`src/rtl/pc_pkg.sv`:
```
// pc_pkg: shared state type, defaults and alignment helper
// for the program-counter unit and its return-address stack.
package pc_pkg;

  typedef enum logic [1:0] {
    BOOT,
    RUN,
    HOLD
  } pc_state_t;

  localparam int XLEN_D        = 32;
  localparam int INSTR_BYTES_D = 4;
  localparam int RAS_DEPTH_D   = 4;

  function automatic int alb(input int bytes);
    return $clog2(bytes);
  endfunction

endpackage

```
`src/rtl/pc_ras.sv`:
```
// pc_ras: circular return-address stack; a push when full
// silently overwrites the oldest entry.
module pc_ras
  import pc_pkg::*;
#(
  parameter int XLEN  = XLEN_D,
  parameter int DEPTH = RAS_DEPTH_D
) (
  input  logic            clk,
  input  logic            rst_n,
  input  logic            push,
  input  logic            pop,
  input  logic            replace,
  input  logic [XLEN-1:0] din,
  output logic [XLEN-1:0] top,
  output logic            empty
);

  localparam int PW = (DEPTH > 1) ? $clog2(DEPTH) : 1;
  localparam int CW = $clog2(DEPTH + 1);

  logic [XLEN-1:0] mem [DEPTH];
  logic [PW-1:0]   wp;
  logic [PW-1:0]   tp;
  logic [PW-1:0]   wp_inc;
  logic [CW-1:0]   cnt;
  logic            full;

  // wp is the next free slot, tp the live top
  assign tp = (wp == '0) ? PW'(DEPTH - 1)
                         : wp - PW'(1);
  assign wp_inc = (wp == PW'(DEPTH - 1)) ? '0
                                         : wp + PW'(1);

  assign top   = mem[tp];
  assign empty = (cnt == '0);
  assign full  = (cnt == CW'(DEPTH));

  always_ff @(posedge clk or negedge rst_n) begin
    if (!rst_n) begin
      wp  <= '0;
      cnt <= '0;
      for (int i = 0; i < DEPTH; i++) begin
        mem[i] <= '0;
      end
    end else if (replace) begin
      mem[tp] <= din;
    end else if (push) begin
      mem[wp] <= din;
      wp      <= wp_inc;
      if (!full) begin
        cnt <= cnt + CW'(1);
      end
    end else if (pop && !empty) begin
      wp  <= tp;
      cnt <= cnt - CW'(1);
    end
  end

endmodule

```
`src/rtl/pc_unit.sv`:
```
// pc_unit: fetch-address generator with stall, redirect/flush
// and fetch handshake; optional return-address stack under PC_RAS_EN.
module pc_unit
  import pc_pkg::*;
#(
  parameter int              XLEN         = XLEN_D,
  parameter int              INSTR_BYTES  = INSTR_BYTES_D,
  parameter logic [XLEN-1:0] RESET_VECTOR = '0,
  parameter int              RAS_DEPTH    = RAS_DEPTH_D
) (
  input  logic            clk,
  input  logic            reset,
  input  logic            stall,
  input  logic            redirect_valid,
  input  logic [XLEN-1:0] redirect_target,
  input  logic            fetch_ready,
`ifdef PC_RAS_EN
  input  logic            call_i,
  input  logic            ret_i,
  output logic            ras_empty,
`endif
  output logic            pc_valid,
  output logic [XLEN-1:0] pc,
  output logic [XLEN-1:0] pc_prev,
  output logic            pc_prev_valid,
  output logic            misalign_err
);

  localparam int ALB = alb(INSTR_BYTES);
  localparam logic [XLEN-1:0] MASK =
    ~({XLEN{1'b1}} << ALB);

  pc_state_t       state;
  pc_state_t       state_n;
  logic            accept;
  logic [XLEN-1:0] seq;
  logic [XLEN-1:0] acc_pc;
  logic [XLEN-1:0] pc_n;

  always_ff @(posedge clk or negedge reset) begin
    if (!reset) begin
      state <= BOOT;
    end else begin
      state <= state_n;
    end
  end

  always_comb begin
    state_n = state;
    if (!redirect_valid && state == BOOT) begin
      state_n = RUN;
    end else begin
      state_n = stall ? HOLD : RUN;
    end
  end

  always_comb begin
    pc_valid = (state == RUN);
  end

  assign accept = pc_valid & fetch_ready & ~redirect_valid;
  assign seq    = pc + XLEN'(INSTR_BYTES);

`ifdef PC_RAS_EN
  logic            ret_hit;
  logic [XLEN-1:0] ras_top;

  assign ret_hit = ret_i & ~ras_empty;
  assign acc_pc  = ret_hit ? ras_top : seq;

  pc_ras #(
    .XLEN  (XLEN),
    .DEPTH (RAS_DEPTH)
  ) u_ras (
    .clk     (clk),
    .rst_n   (reset),
    .push    (accept & call_i & ~ret_hit),
    .pop     (accept & ret_hit & ~call_i),
    .replace (accept & ret_hit & call_i),
    .din     (seq),
    .top     (ras_top),
    .empty   (ras_empty)
  );
`else
  assign acc_pc = seq;

  // depth only matters when the stack is built
  if (RAS_DEPTH < 0) begin : g_no_ras
  end
`endif

  always_comb begin
    pc_n = pc;
    if (redirect_valid) begin
      pc_n = redirect_target & ~MASK;
    end else if (accept) begin
      pc_n = acc_pc;
    end
  end

  always_ff @(posedge clk or negedge reset) begin
    if (!reset) begin
      pc            <= RESET_VECTOR;
      pc_prev       <= RESET_VECTOR;
      pc_prev_valid <= 1'b0;
      misalign_err  <= 1'b0;
    end else begin
      pc           <= pc_n;
      misalign_err <= redirect_valid &
                      (|(redirect_target & MASK));
      if (redirect_valid) begin
        pc_prev_valid <= 1'b0;
      end else if (accept) begin
        pc_prev       <= pc;
        pc_prev_valid <= 1'b1;
      end
    end
  end

endmodule
```
`config.mk`:
```
export PLATFORM = sky130hd
export DESIGN_NAME = pc_unit
export DESIGN_NICKNAME = d
export VERILOG_FILES = /design/src/rtl/pc_pkg.sv /design/src/rtl/pc_ras.sv /design/src/rtl/pc_unit.sv
export SDC_FILE = /design/constraint.sdc
export NUM_CORES = 1
export LEC_CHECK = 0
export BUFFER_PORTS_ARGS = -buffer_cell sky130_fd_sc_hd__buf_2
export CAP_MARGIN = 20
export CORE_MARGIN = 2
export CORE_UTILIZATION = 45
export DETAILED_ROUTE_END_ITERATION = 7
export PLACE_DENSITY = 0.86
export RECOVER_POWER = 50
export SLEW_MARGIN = 20
export SYNTH_ARGS = -nofsm -noshare
export SYNTH_HDL_FRONTEND = slang
export SYNTH_SLANG_ARGS = --single-unit
```
`constraint.sdc`:
```
create_clock -name clk -period 2 [get_ports clk]
set_clock_uncertainty 0.05 [all_clocks]
set_input_delay 0.4 -clock clk [delete_from_list [all_inputs] [get_ports clk]]
set_output_delay 0.4 -clock clk [all_outputs]
set_load 0.005 [all_outputs]
```
==> metrics.csv, run 1 <==
metric,value,unit
#FFs+latches synth,64,
Syn Area/Cell,11.4,um^2
post-layout net count,423,
filler cell count,531,
drc violations,7,
DRT antenna net count,0,
CTS tree,done,
post-synthesis cell type count,38,
Starting Density,47.0,%
largest net degree at the start of global routing,63,
Routability Congestion,0.819,
PostCTS Resize Cnt,0,
Non-Filler Instances,466,
"Slew Viols, Final",0,
CTS sink count,64,
layout cells sized above 1,44.0,%
worst path required time,2.17,ns
"most common cell after layout, fill and taps aside",buf_2,
Via density,5.22,
minimum clock period after layout,1.82,ns
Slew HR,25.4,%
setup TNS,0,ns
status,"finished, violations left",
worst-margin pin slew,1.12,ns
final instance area,3940,um^2
cts bufs inserted,9,
worst skew pair latency,0.34,ns
total power,3.59,mW
final period utilization,91.2,%
Mapped Area,3020,um^2
min-delay worst type,in -> reg,
pre-CTS WS,0.182,ns
vias,2432,
Placed Area,3740,um^2
# diodes,0,
R2R depth,7,
Max Cap Viol,0,
multi-input logic area,1330,um^2
hold_ws,0.211,ns
FF+latch area,1600,um^2
initial antenna violation count,0,
Initial DRC Count,154,
Avg WL per Cell,15.0,um
Peak Freq,548,MHz
top_reg_cell synth,dfrtp_1,
Max VDD drop,0.621,mV
RSZ-0062 raised after global routing,no,
Final Setup Violations,0,
chip height,85.9,um
die area,7380,um^2
failing checks,design-rule violations,
count of standard-cell rows,29,
Root Driver,clkbuf_8,
Post-synth EDFFs,0,
grt ovf,0,
Final Hold Vio Count,0,
clk slew on worst S/H paths,0.07,ns
CORE AREA,6420,um^2
gr usage total,20.0,%
post-synthesis sequential area ratio,53.1,%
element type at the critical path start,flop,
DP Cell Count,450,
Synth async-reset ratio,100,%
CTS H-Tree Depth,3,
Pre-antenna DRT Iters,8,
global-route wire length before repair,11400,um
number of I/O pins,104,
Hold Path Stages,3,
post-CTS setup repair buffer count,0,
critical path class,reg -> reg,
Leak,1.87,nW
Synth-to-Final Area Change,30.5,%
crit-path max FO,3,
Die Width,85.9,um
Longest Clk Path Bufs,2,
post-route setup slack,0.176,ns
Util after Layout,61.3,%
YS warnings,0,
IO Port Bufs,99,
WP data arrival,2.00,ns
"leading cell types in the layout, fill and taps excluded","buf_2, dfrtp_1, mux2_2, nand2_1, o21ai_0",
gate count of the mapped netlist,265,
CP Capture Type,flop,
number of global-route vias before repair,2313,
pwr/cell area,913,nW/um^2
DPL Wire Length,5130,um
final wirelength,7000,um
[layer usage]
metal  global-route usage, %  share of wire, %  wire [um]  up-vias
li1                        -                 -          -     1174
met1                    28.3                45       3150     1154
met2                    29.2                46       3220       91
met3                    4.91               7.2        505       13
met4                    9.09               1.8        129        0
met5                       0                 0          0        -
[worst max-delay path, stage by stage (launching register included)]
cell and delay, ns:
dfrtp_1 0.35, ha_1 0.19, nand4b_1 0.13, nor4_1 0.29
buf_4 0.17, nand4_1 0.12, xnor2_1 0.16, mux2_2 0.26
[area by class of cell]
class                           instances  share of cell area, %
Sequential cell                        64                   40.7
Timing Repair Buffer                  122                   17.1
Clock inverter                          3                   1.65
Tap cell                               77                   2.45
Clock buffer                           12                   3.94
Multi-Input combinational cell        183                   33.7
Inverter                                5                  0.477
[kinds of logic after synthesis]
family	count (synthesis)	synth area share, %
adders and majority gates	1	0.415
other	1	0.124
buffers and inverters	21	3.61
DFF	64	53.1
muxes	33	12.3
AOI/OAI and AO/OA	32	6.18
and+or+nand+nor	87	16.8
xor gates and xnor gates	26	7.55
[path summary, 6_finish.rpt]
path                                     from  slack (ns)           to
max in group asynchronous               reset        0.31  pc_prev[19]
hold / removal             redirect_target[6]        0.21        pc[6]
hold reg to reg                   pc_prev[10]        0.45  pc_prev[10]
min in group asynchronous               reset        0.75   pc_prev[5]
setup / recovery                        pc[2]        0.18       pc[28]
setup reg to reg                        pc[2]        0.18       pc[28]
[registers in the layout (all words and copies together) (netlist names)]
register,count
pc_prev,30
pc,30
pc_prev_valid,1
state,2
misalign_err,1
[where the power goes]
| part | internal (mW) | switching (mW) |
|---|---|---|
| Combinational | 0.386 | 0.301 |
| Clock | 0.762 | 0.478 |
| Sequential | 1.52 | 0.148 |
[synthesized netlist by cell type, types with 2 or more instances]
library cell	count	area [um^2]
and3_1	3	18.8
o311ai_0	2	17.5
buf_4	5	37.5
nor3_1	4	20.0
and4_1	2	17.5
nand2_1	32	120
and2_1	2	12.5
o21ai_2	2	17.5
clkbuf_1	7	26.3
xnor2_1	9	78.8
inv_1	5	18.8
nand4_1	12	75.1
mux2_2	32	360
o21ai_1	4	20.0
nor2_1	5	18.8
nor2b_1	4	25.0
dfrtp_1	64	1600
o21ai_0	21	105
buf_2	3	15.0
nor4_1	2	12.5
nand3_1	11	55.1
nand4_2	2	25.0
xor2_1	17	149
[what timing repair did]
item | CTS | global route
hold endpoints to repair | 19 | 0
setup endpoints to repair | 0 | 0
hold buffers | 1 | 0
Note: power is estimated with default switching activity, not from simulation.
==> run 2: changes to the inputs <==
--- a/config.mk
+++ b/config.mk
@@ -12,7 +12,9 @@
 export DETAILED_ROUTE_END_ITERATION = 7
 export PLACE_DENSITY = 0.86
 export RECOVER_POWER = 50
+export SETUP_SLACK_MARGIN = 0.1
 export SLEW_MARGIN = 20
 export SYNTH_ARGS = -nofsm -noshare
 export SYNTH_HDL_FRONTEND = slang
+export SYNTH_HIERARCHICAL = 1
 export SYNTH_SLANG_ARGS = --single-unit
==> run 2 against run 1 <==
The flow still finishes with violations (design-rule violations). Final cell count fell by 0.64%. Sequential share of layout area rose by 0.51 points. Die area did not move. Area after synthesis did not move. Clock-buffer cell count fell by 1. Fmax rose by 0.33%. Cell area fell by 1.1%. Critical endpoint unchanged.
==> metrics.csv, run 2 <==
metric,value,unit,change
status,"finished, violations left",,unchanged
failing checks,design-rule violations,,unchanged
Avg WL per Cell,15.6,um,was 15.0 um
Reg-to-Reg Start,pc[2],,unchanged
CORE AREA,6420,um^2,unchanged
filler cell count,523,,was 531
Max Cap Viol,0,,unchanged
Syn Area/Cell,11.4,um^2,unchanged
busiest grt layer,met2,,unchanged
Slew HR,26.2,%,was 25.4%
element type at the critical path start,flop,,unchanged
min-delay worst type,in -> async,,was in -> reg
drc violations,6,,was 7
Mapped Area,3020,um^2,unchanged
CTS H-Tree Depth,3,,unchanged
"Slew Viols, Final",0,,unchanged
grt ovf,0,,unchanged
Cell Int Power,2.50,mW,was 2.67 mW
Net Sw Frac,27.4,%,was 25.8%
# diodes,0,,unchanged
chip height,85.9,um,unchanged
Routability Congestion,0.837,,was 0.819
RSZ-0062 raised after global routing,yes,,was no
switching power,945,uW,was 927 uW
DPL Wire Length,5150,um,was 5130 um
critical path class,reg -> reg,,unchanged
post-layout net count,420,,was 423
Starting Density,47.0,%,unchanged
Pre-antenna DRT Iters,6,,was 8
Max VDD drop,0.529,mV,was 0.621 mV
CTS sink count,64,,unchanged
Via density,5.17,,was 5.22
Longest Clk Path Bufs,2,,unchanged
count of standard-cell rows,29,,unchanged
Synth async-reset ratio,100,%,unchanged
Final Hold Vio Count,0,,unchanged
main area contributors after synthesis,"dfrtp_1, mux2_2, xor2_1, nand2_1, o21ai_0",,unchanged
"Hold-fix buffers, CTS",0,,was 1
minimum clock period after layout,1.82,ns,about the same
Initial DRC Count,124,,was 154
Peak Freq,550,MHz,was 548 MHz
DRT antenna net count,0,,unchanged
WP data arrival,1.98,ns,was 2.00 ns
final period utilization,90.9,%,was 91.2%
cts bufs inserted,9,,unchanged
largest net degree at the start of global routing,65,,was 63
setup TNS,0,ns,unchanged
crit-path max FO,3,,unchanged
gr usage total,20.4,%,was 20.0%
global-route wire length before repair,11600,um,was 11400 um
logic gate share of total power,19.9,%,was 19.1%
CTS tree,done,,unchanged
Worst R2R Setup Slack,0.18,ns,about the same
Synth area leader,dfrtp_1,,unchanged
pre-CTS WS,0.185,ns,was 0.182 ns
"most common cell after layout, fill and taps aside",buf_2,,unchanged
number of global-route vias before repair,2382,,was 2313
pwr/cell area,885,nW/um^2,was 913 nW/um^2
GR Layer Usage met1,27.0,%,was 28.3%
final wirelength,7220,um,was 7000 um
IO Port Bufs,99,,unchanged
Post-synth EDFFs,0,,unchanged
Commonest cells post-synth,"dfrtp_1, mux2_2, nand2_1",,unchanged
YS warnings,6,,was 0
Reg2Reg Capture Point,pc[28],,unchanged
Synth top area share,53.1,%,unchanged
post-route setup slack,0.182,ns,was 0.176 ns
CP Capture Type,flop,,unchanged
worst-margin pin slew,1.11,ns,was 1.12 ns
met2 Resource Use GR,32.1,%,was 29.2%
Root Driver,clkbuf_8,,unchanged
vias,2395,,was 2432
most common cell in the netlist,dfrtp_1,,unchanged
gate count of the mapped netlist,265,,unchanged
Leak,1.84,nW,was 1.87 nW
initial antenna violation count,0,,unchanged
top_reg_cell synth,dfrtp_1,,unchanged
layout cells sized above 1,44.3,%,was 44.0%
R2R depth,6,,was 7
worst skew pair latency,0.34,ns,about the same
"leading cell types in the layout, fill and taps excluded","buf_2, dfrtp_1, mux2_2, nand2_1, o21ai_0",,unchanged
post-synthesis cell type count,38,,unchanged
number of I/O pins,104,,unchanged
clk slew on worst S/H paths,0.08,ns,was 0.07 ns
die area,7380,um^2,unchanged
Synth-to-Final Area Change,29.1,%,was 30.5%
#FFs+latches synth,64,,unchanged
Die Width,85.9,um,unchanged
sequential share of power,48.6,%,was 46.4%
worst path required time,2.16,ns,was 2.17 ns
met3 Use GR,5.39,%,was 4.91%
largest registers,"pc: 30 flops, pc_prev: 30 flops, state: 2 flops",,unchanged
post-synthesis sequential area ratio,53.1,%,unchanged
Final Setup Violations,0,,unchanged
Clk network pwr share,31.5,%,was 34.5%
[run 2: cells by family (layout without fill, tap and decap cells)]
family | count (synthesis) | count (layout) | synth area share [%]
xor+xnor | 26 | 26 | 7.55
mux | 33 | 33 | 12.3
other cells | 1 | 4 | 0.124
compound gates | 32 | 32 | 6.18
buf+inv | 21 | 139 | 3.61
flops | 64 | 64 | 53.1
simple gates | 87 | 87 | 16.8
fa+ha+maj | 1 | 1 | 0.415
[run 2: worst max path at each step]
stage / start / slack, ns / endpoint
floorplan: pc[2] / 0.15 / pc[28]
global placement: pc[21] / 0.25 / pc[29]
detailed placement: pc[2] / 0.19 / pc[28]
CTS: pc[2] / 0.16 / pc[28]
global route: pc[5] / 0.06 / pc[17]
finish: pc[2] / 0.18 / pc[28]
[run 2: cell type report]
| cell class | count | area, um^2 | area share [%] |
|---|---|---|---|
| clock buffers | 11 | 141 | 3.63 |
| well taps | 77 | 96.3 | 2.47 |
| clock inverters | 4 | 45.0 | 1.16 |
| inverters | 5 | 18.8 | 0.482 |
| flip-flops and latches | 64 | 1600 | 41.2 |
| repair buffers | 119 | 657 | 16.9 |
| multi-input cells | 183 | 1330 | 34.2 |
[run 2: critical path, stage by stage, from the launching register on]
cell and delay, ns:
dfrtp_1 0.35, ha_1 0.19, nand4b_1 0.15, nor4_2 0.38, nand4_1 0.16, xnor2_1 0.16
mux2_2 0.28
[run 2: routing by layer]
metal / share of wire, % / vias to the layer above / routed length (um)
li1: - / 1154 / -
met1: 46 / 1149 / 3290
met2: 47 / 84 / 3390
met3: 6.2 / 8 / 444
met4: 1.3 / 0 / 94
met5: 0 / - / 0
[run 2: power by group through the flow]
stage                     Clock [mW]  Combinational (mW)  Sequential [mW]
after global routing            1.16               0.760             1.71
final                           1.08               0.685             1.68
after detailed placement           0               0.694             1.70
after global placement             0               0.671             1.68
after CTS                       1.11               0.697             1.68
after floorplan                    0               0.288             1.72
[run 2: what timing repair did]
action / in CTS / in global routing
buffers inserted: 0 / 4
setup endpoints to repair: 0 / 5
resized for setup: 0 / 4
[run 2: per-stage QoR]
| stage | area, um^2 | hold WS [ns] | instances | utilization (%) | total power [mW] |
|---|---|---|---|---|---|
| 6_report | 3890 | 0.0601 | 463 | 60.6 | 3.45 |
| 5_1_grt | 3890 | 0.0795 | 463 | 60.6 | 3.62 |
| 4_1_cts | 3890 | 0.0302 | 459 | 60.5 | 3.49 |
| 3_5_place_dp | 3700 | 0.392 | 444 | 57.6 | 2.40 |
| 3_3_place_gp | 3700 | 0.386 | 444 | 57.6 | 2.35 |
| 2_1_floorplan | 3040 | 0.0544 | 268 | - | 2.00 |
